`config.mk`:
```
export PLATFORM = sky130hd
export DESIGN_NAME = mem_access_unit_flat
export DESIGN_NICKNAME = d
export VERILOG_FILES = /design/src/rtl/mem_access_unit_pkg.sv /design/src/rtl/mem_access_unit_if.sv /design/src/rtl/mem_access_unit_lane_align.sv /design/src/rtl/mem_access_unit.sv /design/src/flat_wrapper.sv
export SDC_FILE = /design/constraint.sdc
export NUM_CORES = 1
export LEC_CHECK = 0
export BUFFER_PORTS_ARGS = -buffer_cell sky130_fd_sc_hd__buf_2
export CORE_ASPECT_RATIO = 0.7
export CORE_MARGIN = 2
export CORE_UTILIZATION = 45
export CTS_CLUSTER_SIZE = 40
export DETAILED_ROUTE_END_ITERATION = 12
export PLACE_DENSITY = 0.77
export SLEW_MARGIN = 20
export SYNTH_ARGS = -nofsm -noshare
export SYNTH_HDL_FRONTEND = slang
export SYNTH_SLANG_ARGS = --single-unit
```
`constraint.sdc`:
```
create_clock -name clka -period 2.75 [get_ports clka]
set_input_delay 0.275 -clock clka [delete_from_list [all_inputs] [get_ports clka]]
set_output_delay 0.275 -clock clka [all_outputs]
set_load 0.02 [all_outputs]
```
`src/rtl/mem_access_unit_pkg.sv`:
```
// Shared definitions for the MEM-stage data memory access unit: opcode and
// state encodings plus small decode helpers.
package mem_pkg;

  localparam int OP_W = 3;

  typedef enum logic [OP_W-1:0] {
    OP_LW  = 3'd0,
    OP_LH  = 3'd1,
    OP_LHU = 3'd2,
    OP_LB  = 3'd3,
    OP_LBU = 3'd4,
    OP_SW  = 3'd5,
    OP_SH  = 3'd6,
    OP_SB  = 3'd7
  } mem_op_e;

  typedef enum logic [2:0] {
    ST_IDLE   = 3'd0,
    ST_RD     = 3'd1,
    ST_RMW_RD = 3'd2,
    ST_RMW_WR = 3'd3,
    ST_WR     = 3'd4
  } state_e;

  function automatic logic is_load(mem_op_e op);
    return (op == OP_LW) || (op == OP_LH) || (op == OP_LHU) ||
           (op == OP_LB) || (op == OP_LBU);
  endfunction

  // Word ops need a word-aligned address, halfword ops an even one.
  function automatic logic misaligned(mem_op_e op, logic [1:0] lane);
    logic bad;
    bad = 1'b0;
    case (op)
      OP_LW, OP_SW:         bad = (lane != 2'b00);
      OP_LH, OP_LHU, OP_SH: bad = lane[0];
      default:              bad = 1'b0;
    endcase
    return bad;
  endfunction

endpackage

```
`src/rtl/mem_access_unit_if.sv`:
```
// Request/response and data-memory port bundle of the memory access unit.
// The unit takes the slave modport; the pipeline/memory side takes master.
interface mem_access_unit_if #(
  parameter int OP_W = 3
);

  logic            req_valid;
  logic            req_ready;
  logic [OP_W-1:0] mem_op;
  logic [31:0]     addr;
  logic [31:0]     wdata;
  logic            resp_valid;
  logic [31:0]     rdata;
  logic            stall;
  logic            addr_err;
  logic            mem_wea;
  logic [31:0]     mem_addra;
  logic [31:0]     mem_dina;
  logic [31:0]     mem_douta;

  modport master (
    output req_valid, mem_op, addr, wdata, mem_douta,
    input  req_ready, resp_valid, rdata, stall, addr_err,
           mem_wea, mem_addra, mem_dina
  );

  modport slave (
    input  req_valid, mem_op, addr, wdata, mem_douta,
    output req_ready, resp_valid, rdata, stall, addr_err,
           mem_wea, mem_addra, mem_dina
  );

endinterface

```
`src/rtl/mem_access_unit_lane_align.sv`:
```
// Combinational byte-lane logic: load extract/extend and sub-word store merge
// into an existing memory word (little-endian lanes).
module mem_lane_align
  import mem_pkg::*;
(
  input  mem_op_e     op,
  input  logic [1:0]  lane,
  input  logic [31:0] word,
  input  logic [31:0] wdata,
  output logic [31:0] load_data,
  output logic [31:0] store_word
);

  logic [7:0]  byte_sel;
  logic [15:0] half_sel;

  // Low address bits beyond the access size are ignored here; trapping of
  // misaligned accesses happens before an access ever reaches this logic.
  always_comb begin
    byte_sel = word[{lane, 3'b000} +: 8];
    half_sel = lane[1] ? word[31:16] : word[15:0];

    load_data = word;
    case (op)
      OP_LB:   load_data = {{24{byte_sel[7]}}, byte_sel};
      OP_LBU:  load_data = {24'h0, byte_sel};
      OP_LH:   load_data = {{16{half_sel[15]}}, half_sel};
      OP_LHU:  load_data = {16'h0, half_sel};
      default: load_data = word;
    endcase

    store_word = word;
    case (op)
      OP_SW: store_word = wdata;
      OP_SH: begin
        if (lane[1]) store_word[31:16] = wdata[15:0];
        else         store_word[15:0]  = wdata[15:0];
      end
      OP_SB:   store_word[{lane, 3'b000} +: 8] = wdata[7:0];
      default: store_word = word;
    endcase
  end

endmodule

```
`src/rtl/mem_access_unit.sv`:
```
// MEM-stage initiator for a word-wide data memory without byte enables.
// Optional misaligned-access trap is enabled with `define MEM_MISALIGN_TRAP_EN.
module mem_access_unit #(
  parameter int ADDR_WIDTH = 10,
  parameter int OP_W       = 3
) (
  input logic              clka,
  input logic              rst,
  mem_access_unit_if.slave bus
);

  import mem_pkg::*;

  state_e      state;
  mem_op_e     op_q;
  logic [31:0] addr_q;
  logic [31:0] wdata_q;
  logic        resp_q;
  logic        err_q;
  logic        wea_q;
  logic [31:0] rdata_q;
  logic [31:0] addra_q;
  logic [31:0] dina_q;

  logic [OP_W-1:0] op_raw;
  mem_op_e         op_in;
  logic            trap_hit;
  logic            out_of_range;
  logic [31:0]     align_load;
  logic [31:0]     align_store;

  assign op_raw = bus.mem_op;
  assign op_in  = mem_op_e'(op_raw);

`ifdef MEM_MISALIGN_TRAP_EN
  assign trap_hit = misaligned(op_in, bus.addr[1:0]);
`else
  assign trap_hit = 1'b0;
`endif

  assign out_of_range = (addr_q >> (ADDR_WIDTH + 2)) != 32'h0;

  mem_lane_align u_lane_align (
    .op         (op_q),
    .lane       (addr_q[1:0]),
    .word       (bus.mem_douta),
    .wdata      (wdata_q),
    .load_data  (align_load),
    .store_word (align_store)
  );

  // Write enable and response are registered one state early so they are
  // high during WR / RMW_WR; gating with rst kills them on a mid-op reset.
  always_ff @(posedge clka) begin
    if (rst) begin
      state   <= ST_IDLE;
      op_q    <= OP_LW;
      addr_q  <= '0;
      wdata_q <= '0;
      resp_q  <= 1'b0;
      err_q   <= 1'b0;
      wea_q   <= 1'b0;
      rdata_q <= '0;
      addra_q <= '0;
      dina_q  <= '0;
    end else begin
      resp_q <= 1'b0;
      err_q  <= 1'b0;
      wea_q  <= 1'b0;
      case (state)
        ST_IDLE: begin
          if (bus.req_valid) begin
            op_q    <= op_in;
            addr_q  <= bus.addr;
            wdata_q <= bus.wdata;
            if (trap_hit) begin
              resp_q  <= 1'b1;
              err_q   <= 1'b1;
              rdata_q <= '0;
            end else begin
              addra_q <= {2'b00, bus.addr[31:2]};
              if (op_in == OP_SW) begin
                dina_q <= bus.wdata;
                wea_q  <= 1'b1;
                resp_q <= 1'b1;
                state  <= ST_WR;
              end else if (is_load(op_in)) begin
                state <= ST_RD;
              end else begin
                state <= ST_RMW_RD;
              end
            end
          end
        end
        ST_RD: begin
          rdata_q <= out_of_range ? 32'h0 : align_load;
          resp_q  <= 1'b1;
          state   <= ST_IDLE;
        end
        ST_RMW_RD: begin
          dina_q <= align_store;
          wea_q  <= 1'b1;
          resp_q <= 1'b1;
          state  <= ST_RMW_WR;
        end
        ST_RMW_WR: state <= ST_IDLE;
        ST_WR:     state <= ST_IDLE;
        default:   state <= ST_IDLE;
      endcase
    end
  end

  assign bus.req_ready  = (state == ST_IDLE);
  assign bus.stall      = bus.req_valid & ~bus.req_ready;
  assign bus.resp_valid = resp_q & ~rst;
  assign bus.mem_wea    = wea_q & ~rst;
  assign bus.addr_err   = err_q;
  assign bus.rdata      = rdata_q;
  assign bus.mem_addra  = addra_q;
  assign bus.mem_dina   = dina_q;

endmodule

```
`src/flat_wrapper.sv`:
```
// flat-port wrapper written by rule: the top's interface ports become plain ports
module mem_access_unit_flat import mem_pkg::*;
#(
  parameter int ADDR_WIDTH = 10,
  parameter int OP_W       = 3
)
  (clka, rst, bus_req_valid, bus_mem_op, bus_addr, bus_wdata, bus_mem_douta, bus_req_ready, bus_resp_valid, bus_rdata, bus_stall, bus_addr_err, bus_mem_wea, bus_mem_addra, bus_mem_dina);
  mem_access_unit_if #(.OP_W(OP_W)) bus_i ();
  input logic clka;
  input logic rst;
  input wire logic [$bits(bus_i.req_valid)-1:0] bus_req_valid;
  input wire logic [$bits(bus_i.mem_op)-1:0] bus_mem_op;
  input wire logic [$bits(bus_i.addr)-1:0] bus_addr;
  input wire logic [$bits(bus_i.wdata)-1:0] bus_wdata;
  input wire logic [$bits(bus_i.mem_douta)-1:0] bus_mem_douta;
  output wire logic [$bits(bus_i.req_ready)-1:0] bus_req_ready;
  output wire logic [$bits(bus_i.resp_valid)-1:0] bus_resp_valid;
  output wire logic [$bits(bus_i.rdata)-1:0] bus_rdata;
  output wire logic [$bits(bus_i.stall)-1:0] bus_stall;
  output wire logic [$bits(bus_i.addr_err)-1:0] bus_addr_err;
  output wire logic [$bits(bus_i.mem_wea)-1:0] bus_mem_wea;
  output wire logic [$bits(bus_i.mem_addra)-1:0] bus_mem_addra;
  output wire logic [$bits(bus_i.mem_dina)-1:0] bus_mem_dina;
  assign bus_i.req_valid = bus_req_valid;
  assign bus_i.mem_op = bus_mem_op;
  assign bus_i.addr = bus_addr;
  assign bus_i.wdata = bus_wdata;
  assign bus_i.mem_douta = bus_mem_douta;
  assign bus_req_ready = bus_i.req_ready;
  assign bus_resp_valid = bus_i.resp_valid;
  assign bus_rdata = bus_i.rdata;
  assign bus_stall = bus_i.stall;
  assign bus_addr_err = bus_i.addr_err;
  assign bus_mem_wea = bus_i.mem_wea;
  assign bus_mem_addra = bus_i.mem_addra;
  assign bus_mem_dina = bus_i.mem_dina;
  mem_access_unit #(.ADDR_WIDTH(ADDR_WIDTH), .OP_W(OP_W)) u_core (.clka(clka), .rst(rst), .bus(bus_i));
endmodule
```
==> out/metrics.csv <==
metric,value,unit
skew final,0.0105,ns
post-CTS setup buffer count,0,
Die W,149,µm
hold path depth,3,
grt ovf,0,
sequential share of power,0.410,
Leakage,3.34,nW
r2r endpoint,u_core.bus.mem_dina[7]$_SDFFE_PP0P_,
YS warnings,0,
Synth cell types,59,
final wirelength,21.6,mm
Syn Area/Cell,8.15,µm²
Worst R2R Setup Slack,0.39,ns
vias in the first global route,6060,
clock root buffer,clkbuf_16,
post-CTS sizing,0,
initial DRC count,575,
Max Slew Vio Count,0,
area of the multi-input gates,3300,µm²
"slowest stage cell, crit path",a31oi_1,
FMAX,0.424,GHz
share of cells above drive strength 1,0.274,
Startpoint Class,register,
Reg area,2720,µm²
final setup fails,0,
"Reg clk slew, reported paths",0.06,ns
"Cell Area, Synth",6590,µm²
total I/O pin count,203,
Final min period,2.36,ns
Seq cells post-synth,136,
unrepaired setup endpoints after global routing,no,
post-DR vias/cell,5.75,
"Primary FF master, synth",dfxtp_1,
worst endpoint data arrival time,2.68,ns
# clock sinks,136,
Least-Margin Pin Slew,0.903,ns
Starting Density,0.467,
Port Buffers,199,
initial antenna violation count,1,
Hold Buf Count CTS,0,
# fillers,1325,
final worst path period share,0.857,
Worst Hold Endpoint,u_core.addr_q[25]$_SDFFE_PP0P_,
die area,15600,µm²
relative slew slack,0.393,
Critical Path Max Stage Delay,0.64,ns
WL per Instance,18.8,µm
status,finished clean,
Antenna Violating Nets Remaining,0,
Final Hold Vio Count,0,
Power Dens Cells,661,nW/µm²
Area Growth Syn to Fin,22.3,%
Initial DRT Pass Iterations,5,
site row count,36,
Ant. Diodes,0,
WP data required,3.07,ns
final worst-path setup slack,0.393,ns
hold_ws,0.0854,ns
cells after synthesis,808,
FF-to-FF path depth,6,
Post-synth EDFFs,0,
hold path start,bus_addr[25],
Bufs on Longest Clock Path,2,
H-tree levels,4,
Die H,105,µm
CP Capture Type,register,
kind of critical path,reg -> reg,
clk_lat worst skew,0.42,ns
DR vias,6624,
HP Class,in -> reg,
core area,14100,µm²
Detailed Place HPWL,15.5,mm
max-cap viol count,0,
first-pass GRT wire length,33.3,mm
Peak VDD IR,0.385,mV
DP Worst Slack,0.464,ns
layout net count,1055,
ys async rst share,0,
worst r2r src,u_core.addr_q[1]$_SDFFE_PP0P_,
CP Cell Sequence,inv_1 -> ha_1 -> nand2b_1 -> a31oi_1 -> a21oi_1 -> a221oi_1,
TritonCTS buffer count,17,
Pint,3.74,mW
GRT Util Overall,0.273,
Clk pwr share,0.438,
largest net degree at the start of global routing,54,
Sw Share,0.298,
P_sw,1.59,mW
CTS tree,done,
worst-path fanout max,12,
final RePlAce weighted congestion,0.997,
setup_tns,0,ns
DRC Markers,0,
post-synthesis sequential area ratio,0.413,
part of the power in combinational logic,0.152,
final cells by class:
| class | count | area share |
|---|---|---|
| clock buffers | 18 | 0.0545 |
| flip-flops and latches | 136 | 0.338 |
| well taps | 190 | 0.0295 |
| clock inverters | 14 | 0.0202 |
| repair buffers | 221 | 0.146 |
| multi-input cells | 567 | 0.410 |
| inverters | 5 | 0.00233 |
per-layer routing:
metal	share of wire	global-route usage
met4	0.019	0.0932
met3	0.14	0.0905
met5	0.00060	0
met1	0.44	0.405
met2	0.40	0.364
sequential cells by signal, summed over array words and instances, names as in the netlist:
signal and flops:
u_core.bus.mem_dina 32, u_core.bus.rdata 32, u_core.wdata_q 32, u_core.addr_q 31, u_core.op_q 3, u_core.state 3, u_core.bus.mem_addra 1, u_core.resp_q 1
u_core.wea_q 1
power groups by stage:
stage	Clock (mW)	Sequential [mW]	Combinational (mW)
detailed placement	0	2.22	0.795
floorplan	0	2.22	0.513
finish	2.34	2.18	0.808
global route	2.44	2.19	0.881
CTS	2.34	2.18	0.799
global placement	0	2.22	0.789
cell usage after synthesis, types with 3 or more instances:
cell type    n  area share
ha_1         5      0.0095
nor3_1       4      0.0030
dfxtp_1    136        0.41
buf_6        4      0.0068
o21ai_0      6      0.0046
clkbuf_1    44       0.025
a21oi_1    124       0.094
o21ai_1      3      0.0023
mux2i_1     33       0.050
a221oi_1    39       0.052
buf_2       17       0.013
a221o_1      8       0.012
o31ai_1      7      0.0080
nor2_1      18       0.010
buf_4       34       0.039
and3b_1      3      0.0040
a21boi_0     3      0.0034
o211ai_1    17       0.019
nor2b_1      8      0.0076
and2_1       4      0.0038
nand2_1    207        0.12
a22oi_1      8      0.0091
inv_1        5      0.0028
nand2b_1     6      0.0057
nor4_1       4      0.0038
a311oi_1     8       0.011
a31oi_1      3      0.0028
o221ai_1    12       0.016
cell families (layout without fill, tap and decap cells):
group	Yosys count	count (layout)	synth area share
buffers and inverters	107	258	0.0883
flip-flops	136	136	0.413
multiplexers	33	33	0.0502
XOR/XNOR	3	3	0.00399
other	1	3	0.000569
AO/OA/AOI/OAI	253	253	0.257
AND/OR/NAND/NOR	270	270	0.177
adder cells (fa/ha/maj)	5	5	0.00950
per-stage QoR:
| stage | std cells | total power [mW] | area [µm²] | utilization |
|---|---|---|---|---|
| global route | 1151 | 5.51 | 8060 | 0.572 |
| CTS | 1151 | 5.32 | 8060 | 0.572 |
| detailed placement | 1119 | 3.01 | 7460 | 0.529 |
| finish | 1151 | 5.33 | 8060 | 0.572 |
| floorplan | 810 | 2.73 | 6590 | - |
| global placement | 1119 | 3.01 | 7460 | 0.529 |
worst max path at each step:
stage                     cells after the start                     startpoint                              endpoint  slack [ns]
after global placement                        5    u_core.op_q[0]$_SDFFE_PP0P_      u_core.bus.rdata[4]$_SDFFE_PP0N_        0.48
after global routing                          5    u_core.op_q[0]$_SDFFE_PP0P_      u_core.bus.rdata[4]$_SDFFE_PP0N_        0.16
after CTS                                     6  u_core.addr_q[1]$_SDFFE_PP0P_   u_core.bus.mem_dina[7]$_SDFFE_PP0P_        0.44
final                                         6  u_core.addr_q[1]$_SDFFE_PP0P_   u_core.bus.mem_dina[7]$_SDFFE_PP0P_        0.39
after detailed placement                      6  u_core.addr_q[1]$_SDFFE_PP0P_   u_core.bus.mem_dina[1]$_SDFFE_PP0P_        0.46
after floorplan                               8  u_core.addr_q[1]$_SDFFE_PP0P_  u_core.bus.mem_dina[16]$_SDFFE_PP0P_        0.47
worst max-delay path: cells and delay by family (launching register included):
kind	cells	cell delay, ns
compound gates	3	1.10
flops	1	0.60
fa+ha+maj	1	0.24
buf+inv	1	0.16
simple gates	1	0.15
placed cells by master, fill, tap and decap left out, types with 17 or more instances in the layout:
master     netlist  routed
a21oi_1        124     124
a221oi_1        39      39
buf_2           17     198
buf_4           34      22
clkbuf_16        0      17
dfxtp_1        136     136
mux2i_1         33      33
nand2_1        207     206
nor2_1          18      18
o211ai_1        17      17
No activity file was read; power rests on OpenSTA's default activity.
